**src/rtl/rtype_instr_encoder.sv**
```systemverilog
// Encodes ALU-operation requests into RV32I R-type words tagged with a
// sequential byte address, buffered in a DEPTH-entry FIFO.
module rtype_instr_encoder #(
    parameter int unsigned DEPTH     = 4,
    parameter logic [31:0] BASE_ADDR = 32'h0000_0000
) (
    input  logic                     clk,
    input  logic                     rst_n,
    input  logic                     req_valid,
    output logic                     req_ready,
    input  logic [3:0]               req_alu_op,
    input  logic [4:0]               req_rd,
    input  logic [4:0]               req_rs1,
    input  logic [4:0]               req_rs2,
    output logic                     instr_valid,
    input  logic                     instr_ready,
    output logic [31:0]              instr_data,
    output logic [31:0]              instr_addr,
    output logic                     illegal_pulse,
    output logic                     illegal_seen,
    output logic [$clog2(DEPTH):0]   fifo_count
);
    localparam int unsigned AW = $clog2(DEPTH);
    localparam logic [AW:0] FULL_COUNT = (AW + 1)'(DEPTH);
    localparam logic [AW:0] ONE        = (AW + 1)'(1);
    localparam logic [6:0]  OPCODE_OP  = 7'b0110011;

    logic [31:0]   mem_data [DEPTH];
    logic [31:0]   mem_addr [DEPTH];
    logic [AW-1:0] wr_ptr;
    logic [AW-1:0] rd_ptr;
    logic [31:0]   addr_cnt;
    logic [6:0]    funct7;
    logic [2:0]    funct3;
    logic          legal;
    logic          accept;
    logic          push;
    logic          pop;
    logic [31:0]   word;

    always_comb begin
        funct7 = '0;
        funct3 = '0;
        legal  = 1'b1;
        case (req_alu_op)
            4'b0000: funct3 = 3'b000;
            4'b0001: begin funct7 = 7'b0100000; funct3 = 3'b000; end
            4'b0010: funct3 = 3'b001;
            4'b0011: funct3 = 3'b010;
            4'b0100: funct3 = 3'b011;
            4'b0101: funct3 = 3'b100;
            4'b0110: funct3 = 3'b101;
            4'b0111: begin funct7 = 7'b0100000; funct3 = 3'b101; end
            4'b1000: funct3 = 3'b110;
            4'b1001: funct3 = 3'b111;
            default: legal = 1'b0;
        endcase
    end

    assign word        = {funct7, req_rs2, req_rs1, funct3, req_rd, OPCODE_OP};
    assign req_ready   = (fifo_count != FULL_COUNT);
    assign instr_valid = (fifo_count != '0);
    assign accept      = req_valid && req_ready;
    assign push        = accept && legal;
    // Pop is gated by instr_valid, so a push into an empty FIFO never pops.
    assign pop         = instr_valid && instr_ready;
    assign instr_data  = mem_data[rd_ptr];
    assign instr_addr  = mem_addr[rd_ptr];

    always_ff @(posedge clk or negedge rst_n) begin
        if (!rst_n) begin
            for (int unsigned i = 0; i < DEPTH; i++) begin
                mem_data[i] <= '0;
                mem_addr[i] <= '0;
            end
        end else if (push) begin
            mem_data[wr_ptr] <= word;
            mem_addr[wr_ptr] <= addr_cnt;
        end
    end

    always_ff @(posedge clk or negedge rst_n) begin
        if (!rst_n) begin
            wr_ptr        <= '0;
            rd_ptr        <= '0;
            fifo_count    <= '0;
            addr_cnt      <= BASE_ADDR;
            illegal_pulse <= 1'b0;
            illegal_seen  <= 1'b0;
        end else begin
            illegal_pulse <= accept && !legal;
            if (accept && !legal) begin
                illegal_seen <= 1'b1;
            end
            if (push) begin
                wr_ptr   <= wr_ptr + 1'b1;
                addr_cnt <= addr_cnt + 32'd4;
            end
            if (pop) begin
                rd_ptr <= rd_ptr + 1'b1;
            end
            case ({push, pop})
                2'b10:   fifo_count <= fifo_count + ONE;
                2'b01:   fifo_count <= fifo_count - ONE;
                default: fifo_count <= fifo_count;
            endcase
        end
    end
endmodule

```
**config.mk**
```make
export PLATFORM = sky130hd
export DESIGN_NAME = rtype_instr_encoder
export DESIGN_NICKNAME = d
export VERILOG_FILES = /design/src/rtl/rtype_instr_encoder.sv
export SDC_FILE = /design/constraint.sdc
export NUM_CORES = 1
export LEC_CHECK = 0
export ABC_AREA = 1
export ABC_CLOCK_PERIOD_IN_PS = 1900
export CORE_UTILIZATION = 25
export DETAILED_ROUTE_END_ITERATION = 16
export PLACE_DENSITY = 0.42
export REMOVE_ABC_BUFFERS = 1
export SYNTH_ARGS = -nofsm -noshare
export SYNTH_HDL_FRONTEND = slang
export SYNTH_SLANG_ARGS = --single-unit
```
**constraint.sdc**
```tcl
create_clock -name clk -period 1.9 [get_ports clk]
set_input_delay 0.475 -clock clk [delete_from_list [all_inputs] [get_ports clk]]
set_output_delay 0.475 -clock clk [all_outputs]
set_load 0.01 [all_outputs]
```
==> results_dict.tcl, run 1 <==
set metrics [dict create \
    die_w_um 211 \
    violations "setup timing" \
    multi_input_area_mm2 0.00479 \
    routed_via_density 4.47 \
    htreeDepth 1 \
    hold_viol_final 0 \
    startpoint_type "register" \
    dieArea_mm2 0.0444 \
    rsz0062_at_grt "yes" \
    setup_violations 53 \
    clockBufferDepth 3 \
    core_area_mm2 0.0430 \
    power.density_mw_per_mm2 1660 \
    synth_cell_types 31 \
    grt_use_met2 0.241 \
    initial_utilization 0.253 \
    cts-root-buf "clkbuf_16" \
    ys_warn_count 0 \
    area_delta_synth_final_pct 36.3 \
    slowest_stage "dfrtp_4" \
    io_buffers 82 \
    nFillCells 4534 \
    final_util 0.345 \
    grt_use_met1 0.203 \
    crit_arrival_ps 1920 \
    detail-route-antenna-nets 0 \
    cts.clk_slew.worst_paths_ps 60 \
    hold_class "input port to async pin" \
    ys_seq_area_frac 0.549 \
    netlist.area_leader.share 0.549 \
    synthCells 1265 \
    worst-endpoint-required_ps 1420 \
    criticalPathCategory "register to output port" \
    synth.area.top_cells "dfrtp_1 55%, o21ai_0 10%, nand2_1 10%" \
    crit_start "rd_ptr[0]" \
    maxSlewViolCount 0 \
    synthesis.area_mm2 0.0109 \
    critPathMaxStageDelay_ps 530 \
    maxCapViolCount 0 \
    crit_top_cell "buf_12" \
    first_global_vias 9046 \
    place_hpwl_mm 20.1 \
    routed_wirelength_mm 33.0 \
    avgSynthCellArea_um2 8.61 \
    nets 1444 \
    ios 94 \
    route.detailed.drc 0 \
    final_layout_size_suffix_gt1_frac 0.260 \
    clock_sinks 239 \
    register_area_mm2 0.00599 \
    worst_pin_slew_ps 644 \
    worstReg2RegStart "fifo_count[0]" \
    status "complete, but fails checks" \
    num_vias 9024 \
    synth_area_leader_cell "dfrtp_1" \
    crit_fanout 6 \
    cp-end-kind "output port" \
    core.rowCount 76 \
    finalClockSkew_ps 16.3 \
    timing.final.crit_share 1.26 \
    grt.total_usage 0.147 \
    hold_slack_ps 408 \
    drt-initial-drc-count 624 \
    busiest_layer "met2" \
    fin_crit_ps 2390 \
    cts_tree "yes" \
    clk_latency_ps 570 \
    p_leak_nw 6.84 \
    met3_usage 0.0232 \
    numCtsBuffers 29 \
    grt-ovfl-total 0 \
    antenna_found_initial 0 \
    relSlewSlack 0.567 \
    wl_per_cell_um 16.4 \
    grt_first_pass_wirelength_mm 51.5 \
    die_h_um 211 \
    gp_congestion 0.740 \
    irDropWorstVdd_mv 0.695 \
    synth_seq_cells 239 \
    cp_cell_sequence "buf_12 -> buf_12 -> buf_6 -> o21ai_2 -> o22ai_2 -> buf_2" \
    num_antenna_cells 0 \
    fin_ws_ps -492 \
    max_clock_freq_mhz 418 \
    grt_max_degree 50 \
    drt_pass1_iterations 5 \
]
stage by stage:
stage               total power (W)  area, um2  instances  setup TNS, ps  worst slack (ps)
finish                       0.0246      14800       2017         -22360              -492
global route                 0.0264      14800       2017         -26380              -557
CTS                          0.0242      14500       2013         -24870              -531
detailed placement           0.0176      13000       1949         -74460              -459
global placement             0.0175      13000       1949         -66430              -466
floorplan                    0.0122      10400       1187        -152100             -2330
critical path: cells and delay by family, from the launching register on:
| kind | cells | cell delay (ps) |
|---|---|---|
| buffers and inverters | 4 | 610 |
| AOI/OAI and AO/OA | 2 | 220 |
| DFF | 1 | 530 |
layer usage:
layer  wire length (um)  part of all wire  vias to the layer above
met4                634             0.019                        0
met5                  0                 0                        -
li1                   -                 -                     4431
met3               1170             0.035                       39
met1              15700              0.47                     4405
met2              15600              0.47                      149
synth_stat cells:
cell      count
a31oi_1       4
buf_1         3
nor3_1        2
ha_1          6
xnor2_1       1
o21ai_1      31
nand2_1     289
xor2_1       18
o21ai_2      31
o21ai_0     227
nand3_4       1
inv_1        83
nor2_2        1
buf_6        10
nor2_1      145
clkbuf_1     41
buf_2        19
a21oi_1       2
dfrtp_1     239
conb_1        1
inv_2         4
o22ai_1      50
o31ai_1       2
buf_4        14
clkbuf_2      1
nor2_8        1
fa_1          1
or2_2         5
nor2_4        4
nand4_1       7
nand3_1      22
layout by cell type (no fill, tap or decap), types with 24 or more instances in the layout:
cell type	synthesis	layout
o22ai_2	0	32
buf_2	19	47
o21ai_2	31	58
nor2_1	145	103
o21ai_0	227	166
clkbuf_16	0	34
buf_4	14	51
nand2_1	289	288
nor2_2	1	24
dfrtp_1	239	237
inv_1	83	80
buf_12	0	32
o21ai_1	31	56
flip-flops by register name (all words and copies together), names as in the netlist:
name,count
mem_addr,120
mem_data,80
addr_cnt,30
fifo_count,3
rd_ptr,2
wr_ptr,2
illegal_pulse,1
illegal_seen,1
final timing paths:
kind	end	slack, ps	depth (start not counted)
worst max-delay path	instr_addr[12]	-490	6
worst min-delay path	mem_addr[60]	410	2
worst max register to register	fifo_count[2]	50	10
worst min register to register	illegal_seen	470	1
max in group asynchronous	mem_data[23]	870	3
min in group clk	illegal_seen	470	1
layout make-up:
type                       instances  area share
timing repair buffer             196       0.145
clock inverter                     5     0.00228
clock buffer                      44      0.0540
tap                              585      0.0493
inverter                          87      0.0234
sequential                       239       0.403
multi-input combinational        861       0.323
repair_timing:
| action | in CTS | in global routing |
|---|---|---|
| hold endpoints to repair | 30 | 0 |
| resized for setup | 428 | 77 |
| hold buffers | 1 | 0 |
| setup buffers | 10 | 0 |
| gates cloned | 7 | 5 |
| pin swaps | 61 | 29 |
| setup endpoints to repair | 61 | 123 |
report_power, final:
part / internal, W / switching [W] / total, W
Sequential: 0.00669 / 0.00106 / 0.00775
Clock: 0.00288 / 0.00220 / 0.00507
Combinational: 0.00546 / 0.00635 / 0.0118
cell families after synthesis:
logic type,after synthesis,share of synthesized area
XOR/XNOR,19,0.0153
AO/OA/AOI/OAI,347,0.177
flip-flops,239,0.549
AND/OR/NAND/NOR,477,0.176
adder cells (fa/ha/maj),7,0.00873
buffers and inverters,175,0.0743
other,1,0.000344
Note: power is estimated with default switching activity, not from simulation.
==> inputs of run 2 (changes only) <==
- ABC_CLOCK_PERIOD_IN_PS: 1900 -> 1930
- clock period: 1.9 -> 1.93 ns (I/O delays scaled with it)
==> results_dict.tcl, run 2 (synthesized netlist as in run 1, its figures left out) <==
set metrics [dict create \
    status "complete, but fails checks" \
    violations "setup timing" \
    die_h_um 211 \
    finalClockSkew_ps 18.5 \
    criticalPathCategory "register to output port" \
    power.density_mw_per_mm2 1650 \
    gp_congestion 0.740 \
    max_clock_freq_mhz 415 \
    clockBufferDepth 3 \
    startpoint_type "register" \
    numCtsBuffers 30 \
    area_delta_synth_final_pct 37.9 \
    first_global_vias 9100 \
    cp_cell_sequence "buf_12 -> buf_12 -> buf_12 -> o21ai_4 -> o22ai_2 -> buf_2" \
    route.detailed.drc 0 \
    drt-initial-drc-count 511 \
    cts.clk_slew.worst_paths_ps 60 \
    worstReg2RegStart "fifo_count[0]" \
    grt-ovfl-total 0 \
    dieArea_mm2 0.0444 \
    nets 1460 \
    place_hpwl_mm 20.1 \
    fin_ws_ps -481 \
    p_leak_nw 6.94 \
    hold_class "input port to async pin" \
    top_regs "mem_addr (120), mem_data (80), addr_cnt (30)" \
    postLayoutCellArea_mm2 0.0150 \
    die_w_um 211 \
    core_area_mm2 0.0430 \
    stdcell_count 2038 \
    io_buffers 82 \
    crit_start "rd_ptr[0]" \
    routed_via_density 4.41 \
    fin_crit_ps 2410 \
    cp-end-kind "output port" \
    critPathMaxStageDelay_ps 530 \
    crit_top_cell "buf_12" \
    num_antenna_cells 0 \
    mostFrequentLayoutCell "nand2_1" \
    critPathTopFamily "buffers and inverters" \
    cts_tree "yes" \
    routed_wirelength_mm 32.5 \
    final_cell_mix "288 x nand2_1, 237 x dfrtp_1, 149 x o21ai_0" \
    worst-endpoint-required_ps 1450 \
    regMostFlops "mem_addr" \
    core.rowCount 76 \
    largest_register_ffs 120 \
    crit_fanout 6 \
    rsz0062_at_grt "yes" \
    grt.total_usage 0.145 \
    postPlaceCellArea_mm2 0.0130 \
    dp.cells 1949 \
    timing.final.crit_share 1.25 \
    num_vias 8997 \
    final_util 0.349 \
    hold_viol_final 0 \
    final_layout_size_suffix_gt1_frac 0.269 \
    grt_first_pass_wirelength_mm 51.0 \
    drt_pass1_iterations 5 \
    detail-route-antenna-nets 0 \
    cts-root-buf "clkbuf_16" \
    relSlewSlack 0.572 \
    nFillCells 4525 \
    crit_buf_inv 4 \
    irDropWorstVdd_mv 0.766 \
    clk_latency_ps 570 \
    clock_sinks 239 \
    ios 94 \
    slowest_stage "dfrtp_4" \
    maxCapViolCount 0 \
    setup_violations 53 \
    crit_arrival_ps 1930 \
    initial_utilization 0.253 \
    grt_max_degree 50 \
    wl_per_cell_um 15.9 \
    htreeDepth 1 \
    maxSlewViolCount 0 \
    antenna_found_initial 0 \
    worst_pin_slew_ps 637 \
]
-- run 2: timing repair --
item | in CTS | in global routing
cloned | 3 | 8
endpoints found under the hold margin | 30 | 0
setup endpoints to repair | 61 | 105
hold buffers | 1 | 0
pin swaps | 30 | 45
resized for setup | 357 | 164
buffers inserted | 18 | 14
-- run 2: cell type report --
type / instances / area, um2 / area share
sequential: 239 / 5990 / 0.398
multi-input combinational: 861 / 4750 / 0.316
timing repair buffer: 211 / 2290 / 0.153
clock buffer: 48 / 868 / 0.0578
tap: 585 / 732 / 0.0487
inverter: 87 / 345 / 0.0230
clock inverter: 7 / 48.8 / 0.00325
-- run 2: per-layer routing --
| metal | part of all wire | global-route usage |
|---|---|---|
| met1 | 0.49 | 0.201 |
| met4 | 0.019 | 0.0315 |
| met3 | 0.033 | 0.0227 |
| met2 | 0.46 | 0.236 |
| met5 | 0 | 0 |
-- run 2: worst paths after layout --
| kind | to | slack [ps] | cells after the start |
|---|---|---|---|
| hold reg to reg | illegal_seen | 470 | 1 |
| min in group clk | illegal_seen | 470 | 1 |
| setup / recovery | instr_addr[12] | -480 | 6 |
| max in group asynchronous | rd_ptr[1] | 900 | 3 |
| setup reg to reg | fifo_count[2] | 70 | 10 |
| hold / removal | mem_addr[124] | 420 | 2 |
-- run 2: report_power, final --
part | total, W | switching (W) | internal, W | leakage (nW)
clock network | 0.00526 | 0.00220 | 0.00306 | 0.448
logic | 0.0120 | 0.00627 | 0.00569 | 3.48
registers | 0.00763 | 0.00104 | 0.00659 | 3.01
total | 0.0249 | 0.00952 | 0.0153 | 6.94
-- run 2: metrics by stage --
step                TNS [ps]  power, W  hold slack, ps  worst slack (ps)
floorplan            -145060    0.0120             187             -2300
global placement      -60190    0.0172             416              -444
detailed placement    -66140    0.0173             423              -461
CTS                   -23930    0.0234             398              -552
global route          -24720    0.0266             419              -550
finish                -20860    0.0249             417              -481
==> inputs of run 3 (changes only) <==
- ABC_CLOCK_PERIOD_IN_PS: 1930 -> 2200
- clock period: 1.93 -> 2.2 ns (I/O delays scaled with it)
==> results_dict.tcl, run 3 (synthesized netlist as in run 1, its figures left out) <==
set metrics [dict create \
    grt_first_pass_wirelength_mm 50.9 \
    clk_latency_ps 560 \
    clock_sinks 239 \
    fin_crit_ps 2510 \
    nets 1432 \
    worstReg2RegStart "fifo_count[0]" \
    grt-ovfl-total 0 \
    core.rowCount 76 \
    worst-endpoint-required_ps 1650 \
    slowest_stage "dfrtp_4" \
    setup_violations 53 \
    initial_utilization 0.253 \
    startpoint_type "register" \
    cp-end-kind "output port" \
    mostFrequentLayoutCell "nand2_1" \
    cts.clk_slew.worst_paths_ps 60 \
    pwr-share-clk 0.236 \
    crit_buf_inv 4 \
    crit_top_cell "buf_4" \
    postPlaceCellArea_mm2 0.0129 \
    drt_pass1_iterations 5 \
    maxSlewViolCount 0 \
    postLayoutCellArea_mm2 0.0148 \
    reg2reg_to "fifo_count[2]" \
    htreeDepth 1 \
    reg2reg_depth 9 \
    place_hpwl_mm 19.9 \
    wl_per_cell_um 15.8 \
    final_util 0.344 \
    crit_fanout 9 \
    gp_congestion 0.737 \
    rrSetupSlack_ps 270 \
    switchingPower_w 0.00810 \
    fin_ws_ps -307 \
    numCtsBuffers 29 \
    routed_wirelength_mm 31.8 \
    core_area_mm2 0.0430 \
    routed_via_density 4.39 \
    criticalPathCategory "register to output port" \
    power.total_w 0.0218 \
    power.density_mw_per_mm2 1470 \
    dieArea_mm2 0.0444 \
    hold_class "input port to async pin" \
    top_regs "mem_addr (120), mem_data (80), addr_cnt (30)" \
    final_layout_size_suffix_gt1_frac 0.253 \
    timing.final.crit_share 1.14 \
    internal_power_w 0.0137 \
    die_h_um 211 \
    route.detailed.drc 0 \
    grt.total_usage 0.145 \
    area_delta_synth_final_pct 35.5 \
    power_frac_seq 0.307 \
    p_leak_nw 6.82 \
    maxCapViolCount 0 \
    cts_tree "yes" \
    cts-root-buf "clkbuf_16" \
    rsz0062_at_grt "yes" \
    antenna_found_initial 0 \
    io_buffers 82 \
    die_w_um 211 \
    drt-initial-drc-count 500 \
    ios 94 \
    crit_arrival_ps 1960 \
    pwr-share-comb 0.458 \
    critPathMaxStageDelay_ps 540 \
    largest_register_ffs 120 \
    critPathTopFamily "buffers and inverters" \
    regMostFlops "mem_addr" \
    status "complete, but fails checks" \
    finalClockSkew_ps 13.5 \
    num_antenna_cells 0 \
    irDropWorstVdd_mv 0.581 \
    cp_cell_sequence "inv_8 -> buf_12 -> nor2_1 -> o22ai_2 -> buf_4 -> buf_4" \
    max_clock_freq_mhz 399 \
    violations "setup timing" \
    clockBufferDepth 3 \
    swShare 0.372 \
    hold_viol_final 0 \
    detail-route-antenna-nets 0 \
    num_vias 8825 \
    grt_max_degree 78 \
    first_global_vias 8865 \
    final_cell_mix "288 x nand2_1, 236 x dfrtp_1, 156 x o21ai_0" \
]
## run 3: cell type report
class                           instances  area (um2)
Fill cell                            4486       28200
Sequential cell                       239        5990
Multi-Input combinational cell        861        4650
Timing Repair Buffer                  184        2030
Clock buffer                           39         823
Tap cell                              585         732
Inverter                               87         340
Clock inverter                         13         199
## run 3: how the worst max path moves through the flow
stage	from	end	slack, ps	cells past startpoint
final	rd_ptr[0]	instr_addr[13]	-310	6
after global routing	rd_ptr[0]	instr_addr[13]	-360	6
after global placement	rd_ptr[0]	instr_addr[7]	-230	6
after CTS	rd_ptr[0]	instr_addr[22]	-350	5
after floorplan	rd_ptr[0]	instr_data[0]	-2100	3
after detailed placement	rd_ptr[0]	instr_addr[13]	-210	6
## run 3: layer usage
layer  up-vias  GRT usage  share of wire
met5         -          0              0
met4         0     0.0387          0.018
met3        34     0.0216          0.033
met2       129      0.228           0.45
met1      4264      0.206           0.50
li1       4398          -              -
## run 3: power by group through the flow
stage / combinational, W / clock, W / sequential [W]
final: 0.00996 / 0.00513 / 0.00667
after global routing: 0.0109 / 0.00547 / 0.00686
after CTS: 0.00920 / 0.00532 / 0.00660
after detailed placement: 0.00845 / 0 / 0.00658
after global placement: 0.00840 / 0 / 0.00656
after floorplan: 0.00391 / 0 / 0.00659
## run 3: timing repair
item | 4_1_cts | 5_1_grt
hold buffers | 1 | 0
cloned | 6 | 5
resized for setup | 355 | 116
setup endpoints to repair | 55 | 53
hold endpoints to repair | 17 | 0
buffers inserted | 12 | 2
pin swaps | 25 | 23
## run 3: through the flow
step	setup WS, ps	hold WS (ps)	std cells	TNS, ps
2_1_floorplan	-2100	254	1187	-109800
3_3_place_gp	-234	414	1930	-9460
3_5_place_dp	-212	416	1930	-12450
4_1_cts	-352	428	2001	-14160
5_1_grt	-361	435	2008	-15500
6_report	-307	442	2008	-11510
